--- src/rtl/pool_layer_ctrl.sv ---
// pool_layer_ctrl: drives a 2x2/stride-2 max pooler over a multi-channel feature map,
// streaming each channel from the source buffer and routing pooled results to the dest buffer.
module pool_layer_ctrl #(
  parameter int IMG_WIDTH  = 32,
  parameter int IMG_HEIGHT = 32,
  parameter int MAX_CH     = 16,
  parameter int DATA_W     = 22,
  parameter int ADDR_W     = 14
) (
  input  logic              clk,
  input  logic              rst,
  input  logic              cmd_start,
  input  logic [4:0]        cmd_num_ch,
  output logic              busy,
  output logic              layer_done,
  output logic              err_count,
  input  logic              rd_gnt,
  output logic              rd_en,
  output logic [ADDR_W-1:0] rd_addr,
  input  logic [DATA_W-1:0] rd_data,
  output logic              pool_start,
  output logic              pool_pixel_valid,
  output logic [DATA_W-1:0] pool_pixel_in,
  input  logic [DATA_W-1:0] pool_result_in,
  input  logic              pool_result_vld,
  input  logic              pool_done,
  output logic              wr_en,
  output logic [ADDR_W-1:0] wr_addr,
  output logic [DATA_W-1:0] wr_data
);

  // state  | meaning
  // IDLE   | waiting for cmd_start
  // START  | one-cycle pooler start pulse, channel counters cleared
  // STREAM | reading W*H pixels of the current channel, gated by rd_gnt
  // DRAIN  | all pixels issued, waiting for pool_done
  // DONE   | layer finished; layer_done follows next cycle
  localparam logic [2:0] ST_IDLE   = 3'd0;
  localparam logic [2:0] ST_START  = 3'd1;
  localparam logic [2:0] ST_STREAM = 3'd2;
  localparam logic [2:0] ST_DRAIN  = 3'd3;
  localparam logic [2:0] ST_DONE   = 3'd4;

  localparam int PIX   = IMG_WIDTH * IMG_HEIGHT;
  localparam int RES   = PIX / 4;
  localparam int PIX_W = $clog2(PIX);
  localparam int RES_W = $clog2(RES) + 1;

  logic [2:0]       state;
  logic [4:0]       num_ch;
  logic [4:0]       ch;
  logic [4:0]       ch_next;
  logic [4:0]       num_clamped;
  logic [PIX_W-1:0] pix_cnt;
  logic [RES_W-1:0] res_cnt;
  logic [RES_W-1:0] res_total;

  assign ch_next     = ch + 5'd1;
  assign num_clamped = (cmd_num_ch > 5'(MAX_CH)) ? 5'(MAX_CH) : cmd_num_ch;
  // a result arriving in the same cycle as pool_done still belongs to this channel
  assign res_total   = res_cnt + RES_W'(pool_result_vld);

  assign busy       = (state != ST_IDLE);
  assign pool_start = (state == ST_START);
  assign rd_en      = (state == ST_STREAM) && rd_gnt;
  assign rd_addr    = ADDR_W'(ch) * ADDR_W'(PIX) + ADDR_W'(pix_cnt);

  assign pool_pixel_in = pool_pixel_valid ? rd_data : '0;

  assign wr_en   = pool_result_vld;
  assign wr_data = pool_result_in;
  assign wr_addr = ADDR_W'(ch) * ADDR_W'(RES) + ADDR_W'(res_cnt[RES_W-2:0]);

  always_ff @(posedge clk) begin
    if (rst) begin
      state            <= ST_IDLE;
      num_ch           <= '0;
      ch               <= '0;
      pix_cnt          <= '0;
      res_cnt          <= '0;
      err_count        <= 1'b0;
      layer_done       <= 1'b0;
      pool_pixel_valid <= 1'b0;
    end else begin
      layer_done       <= 1'b0;
      pool_pixel_valid <= rd_en;
      if (pool_result_vld) res_cnt <= res_cnt + RES_W'(1);
      case (state)
        ST_IDLE: begin
          if (cmd_start) begin
            err_count <= 1'b0;
            num_ch    <= num_clamped;
            ch        <= '0;
            state     <= (num_clamped == 5'd0) ? ST_DONE : ST_START;
          end
        end
        ST_START: begin
          pix_cnt <= '0;
          res_cnt <= '0;
          state   <= ST_STREAM;
        end
        ST_STREAM: begin
          if (rd_gnt) begin
            pix_cnt <= pix_cnt + PIX_W'(1);
            if (pix_cnt == PIX_W'(PIX - 1)) state <= ST_DRAIN;
          end
        end
        ST_DRAIN: begin
          if (pool_done) begin
            if (res_total != RES_W'(RES)) err_count <= 1'b1;
            ch    <= ch_next;
            state <= (ch_next == num_ch) ? ST_DONE : ST_START;
          end
        end
        ST_DONE: begin
          layer_done <= 1'b1;
          state      <= ST_IDLE;
        end
        default: state <= ST_IDLE;
      endcase
    end
  end

endmodule

--- config.mk ---
export PLATFORM = sky130hd
export DESIGN_NAME = pool_layer_ctrl
export DESIGN_NICKNAME = d
export VERILOG_FILES = /design/src/rtl/pool_layer_ctrl.sv
export SDC_FILE = /design/constraint.sdc
export NUM_CORES = 1
export LEC_CHECK = 0
export ABC_CLOCK_PERIOD_IN_PS = 2200
export BUFFER_PORTS_ARGS = -buffer_cell sky130_fd_sc_hd__buf_4
export CAP_MARGIN = 20
export CORE_MARGIN = 2
export CORE_UTILIZATION = 35
export DETAILED_ROUTE_END_ITERATION = 16
export HOLD_SLACK_MARGIN = 0.05
export PLACE_DENSITY = 0.64
export SLEW_MARGIN = 10
export SYNTH_ARGS = -nofsm -noshare
export SYNTH_HDL_FRONTEND = slang
export SYNTH_SLANG_ARGS = --single-unit
--- constraint.sdc ---
create_clock -name clk -period 2.2 [get_ports clk]
set_input_delay 0.22 -clock clk [delete_from_list [all_inputs] [get_ports clk]]
set_output_delay 0.22 -clock clk [all_outputs]
set_load 0.005 [all_outputs]
==> impl_metrics.py <==
metrics = {
    "status": {
        "status": "finished clean",
    },
    "yosys": {
        "synth.most_common_cell": "nor2_1",
        "synth_largest_area_cell": "dfxtp_1",
        "async_reset_ff_share_pct": 0,
        "ys.flop_type": "dfxtp_1",
        "netlist.area_leader.share_pct": 30.9,
        "syn_nets": 346,
        "synth_seq_cells": 35,
        "mappedNetlistArea_mm2": 0.00227,
        "sequential_cell_area_fraction_in_the_yosys_report_pct": 30.9,
        "synthesis.yosys.warnings": 0,
        "yosysUniqueCellTypes": 44,
        "netlist_top_cells_area": "dfxtp_1, buf_4, and2_1",
        "synth_commonest_cells": "nor2_1, buf_4, dfxtp_1",
        "postSynthCellCount": 286,
        "synth-edff-count": 0,
        "avgSynthCellArea_um2": 7.92,
    },
    "min_path": {
        "hold_path_end": "state[1]",
        "worst_hold_startpoint": "pool_done",
        "holdPathStages": 2,
        "hold_path.class": "in2reg",
    },
    "timing": {
        "fin_crit_sh_pct": 79.8,
        "period_minus_slack_ns": 1.76,
        "fin_hold_ws_ns": 0.163,
        "rsz_0062_raised_after_global_routing": "no",
        "setup_viol_count_final": 0,
        "setup_tns_ns": 0,
        "timing.final.max_slew_violations": 0,
        "clock-skew-final_ns": 0.00567,
        "final-hold-violation-count": 0,
        "timing.fmax_mhz": 570,
    },
    "floorplan": {
        "die-height_um": 84.5,
        "ioPinCount": 134,
        "rows": 29,
        "initial_core_util_pct": 35.9,
        "die_area_mm2": 0.00713,
        "die_x_um": 84.5,
        "fp.coreArea_mm2": 0.00631,
    },
    "clock_network": {
        "htree_num_levels": 2,
        "root_buffer": "clkbuf_8",
        "postCtsSetupBuffers": 0,
        "cts_buffer_depth": 2,
        "tritoncts_clock_tree": "yes",
        "cts_hold_repair.buffers": 0,
        "post_cts.resized_instances": 0,
        "path_clk_slew_ns": 0.07,
        "cts_buffers": 5,
        "clk-insertion-delay-late_ns": 0.28,
        "numClockSinks": 35,
    },
    "setup_path": {
        "critPathMaxFanout": 15,
        "r2r_setup_slack_ns": 0.44,
        "critical_path.endpoint_type": "flop",
        "cp_required_ns": 2.36,
        "worstReg2RegEnd": "pix_cnt[7]",
        "criticalPathCategory": "reg2reg",
        "rr_worst_depth": 5,
        "critPathArrivalTime_ns": 1.91,
        "start_kind": "flop",
        "crit-reg2reg-launch": "state[1]",
    },
    "global_route": {
        "grt_first_pass_wirelength_um": 8430,
        "number_of_global_route_vias_before_repair": 1764,
        "total_gr_overflow": 0,
        "gr-usage-all-layers_pct": 14.3,
        "number_of_antenna_violations_at_the_first_check_in_global_routing": 0,
        "grt_max_degree": 24,
    },
    "pwr": {
        "power-per-cell-area_mw_per_mm2": 565,
        "total_power_w": 0.00157,
        "internal_power_w": 0.00112,
        "comb_power_share_pct": 21.4,
        "seq_pwr_share_pct": 46.4,
        "switching_power_w": 0.000456,
        "peakVddDrop_v": 0.000299,
        "swShare_pct": 29.0,
        "pwr-share-clk_pct": 32.3,
        "power_leakage_nw": 1.23,
    },
    "route": {
        "routed_wire_length_um": 5120,
        "route.vias.total": 1948,
        "drt_iter0_drc": 86,
        "route.detailed.vias_per_inst": 4.76,
        "wl_per_cell_um": 12.5,
        "remaining_drc_errors": 0,
        "drtAntennaViolNets": 0,
        "drtPass1Iterations": 4,
    },
    "layout": {
        "num-nets-final": 391,
        "n_antenna_cell": 0,
        "drive_gt1_share_pct": 30.1,
        "areaGrowthSynthToFinish_pct": 22.9,
    },
    "run": {
        "drv.max_cap_violation_count": 0,
    },
    "placed_design": {
        "place.detailed.hpwl_um": 3910,
        "io_buffer_count": 88,
        "final_replace_weighted_congestion": 0.773,
    },
}
[layer usage]
layer	track usage (%)	vias to the layer above	share of wire, %
li1	-	1020	-
met1	19.5	872	47
met2	21.4	43	47
met3	4.03	13	5.0
met4	5.34	0	1.7
met5	0	-	0
[power groups by stage]
| stage | combinational [W] | clock, W | sequential (W) |
|---|---|---|---|
| global placement | 0.000335 | 0 | 0.000742 |
| CTS | 0.000341 | 0.000532 | 0.000729 |
| global route | 0.000381 | 0.000557 | 0.000741 |
| detailed placement | 0.000339 | 0 | 0.000745 |
| floorplan | 0.000278 | 0 | 0.000708 |
| finish | 0.000336 | 0.000508 | 0.000730 |
[how the worst max path moves through the flow]
| stage | from | to | cells past startpoint |
|---|---|---|---|
| floorplan | res_cnt[0] | err_count | 7 |
| global placement | state[1] | pix_cnt[7] | 5 |
| detailed placement | state[1] | pix_cnt[7] | 5 |
| CTS | state[1] | pix_cnt[7] | 5 |
| global route | state[1] | pix_cnt[7] | 5 |
| finish | state[1] | pix_cnt[7] | 5 |
[worst max-delay path: stages, from the launching register on]
cell and delay (ns):
dfxtp_1 0.62, nand3b_1 0.16, a211oi_1 0.43, and4_1 0.26, xnor2_1 0.11, nor2_1 0.05
[kinds of logic after synthesis]
group           count (synthesis)  synth area share [%]
flops                          35                  30.9
xor+xnor                       22                  8.50
compound gates                 39                  10.9
fa+ha+maj                       5                  2.76
mux                             3                  1.33
simple gates                  125                  29.5
other cells                     1                 0.165
buf+inv                        56                  15.9
[stage by stage]
| step | std cells | area [µm²] | setup slack, ns | util, % |
|---|---|---|---|---|
| after detailed placement | 401 | 2690 | 0.471 | 42.5 |
| after CTS | 409 | 2790 | 0.459 | 44.1 |
| after floorplan | 286 | 2270 | 0.711 | - |
| after global routing | 409 | 2790 | 0.221 | 44.1 |
| after global placement | 401 | 2690 | 0.525 | 42.5 |
| final | 409 | 2790 | 0.445 | 44.1 |
[layout make-up]
type,instances,area [µm²]
inverters,6,22.5
repair buffers,88,661
well taps,77,96.3
fillers,664,3530
multi-input cells,195,1200
flip-flops and latches,35,701
clock buffers,8,100
[cell usage in the layout, fill, tap and decap left out, types with 2 or more instances in the layout]
cell type  Yosys  routed
buf_4         37      88
and2_1        24      24
a31oi_1        2       2
xnor2_1       14      14
nor2b_1        2       2
and4_1         3       3
inv_1          6       6
a22oi_1        4       4
nand2_1       17      17
a21oi_1       12      12
o21ai_0        8       8
clkbuf_8       0       7
mux2i_1        3       3
nor2_1        38      38
a21o_1         2       2
nand3_1        9       9
or2_2          2       2
nor3_1         4       4
or3_1          3       3
nand4_1        7       7
nand3b_1       9       9
o22ai_1        2       2
dfxtp_1       35      35
ha_1           5       5
xor2_1         8       8
[state kept, by name, indices dropped and copies added, names as in the netlist]
name	flops
ch	5
res_cnt	9
state	3
pix_cnt	10
err_count	1
pool_pixel_valid	1
num_ch	5
layer_done	1
No activity file was read; power rests on OpenSTA's default activity.
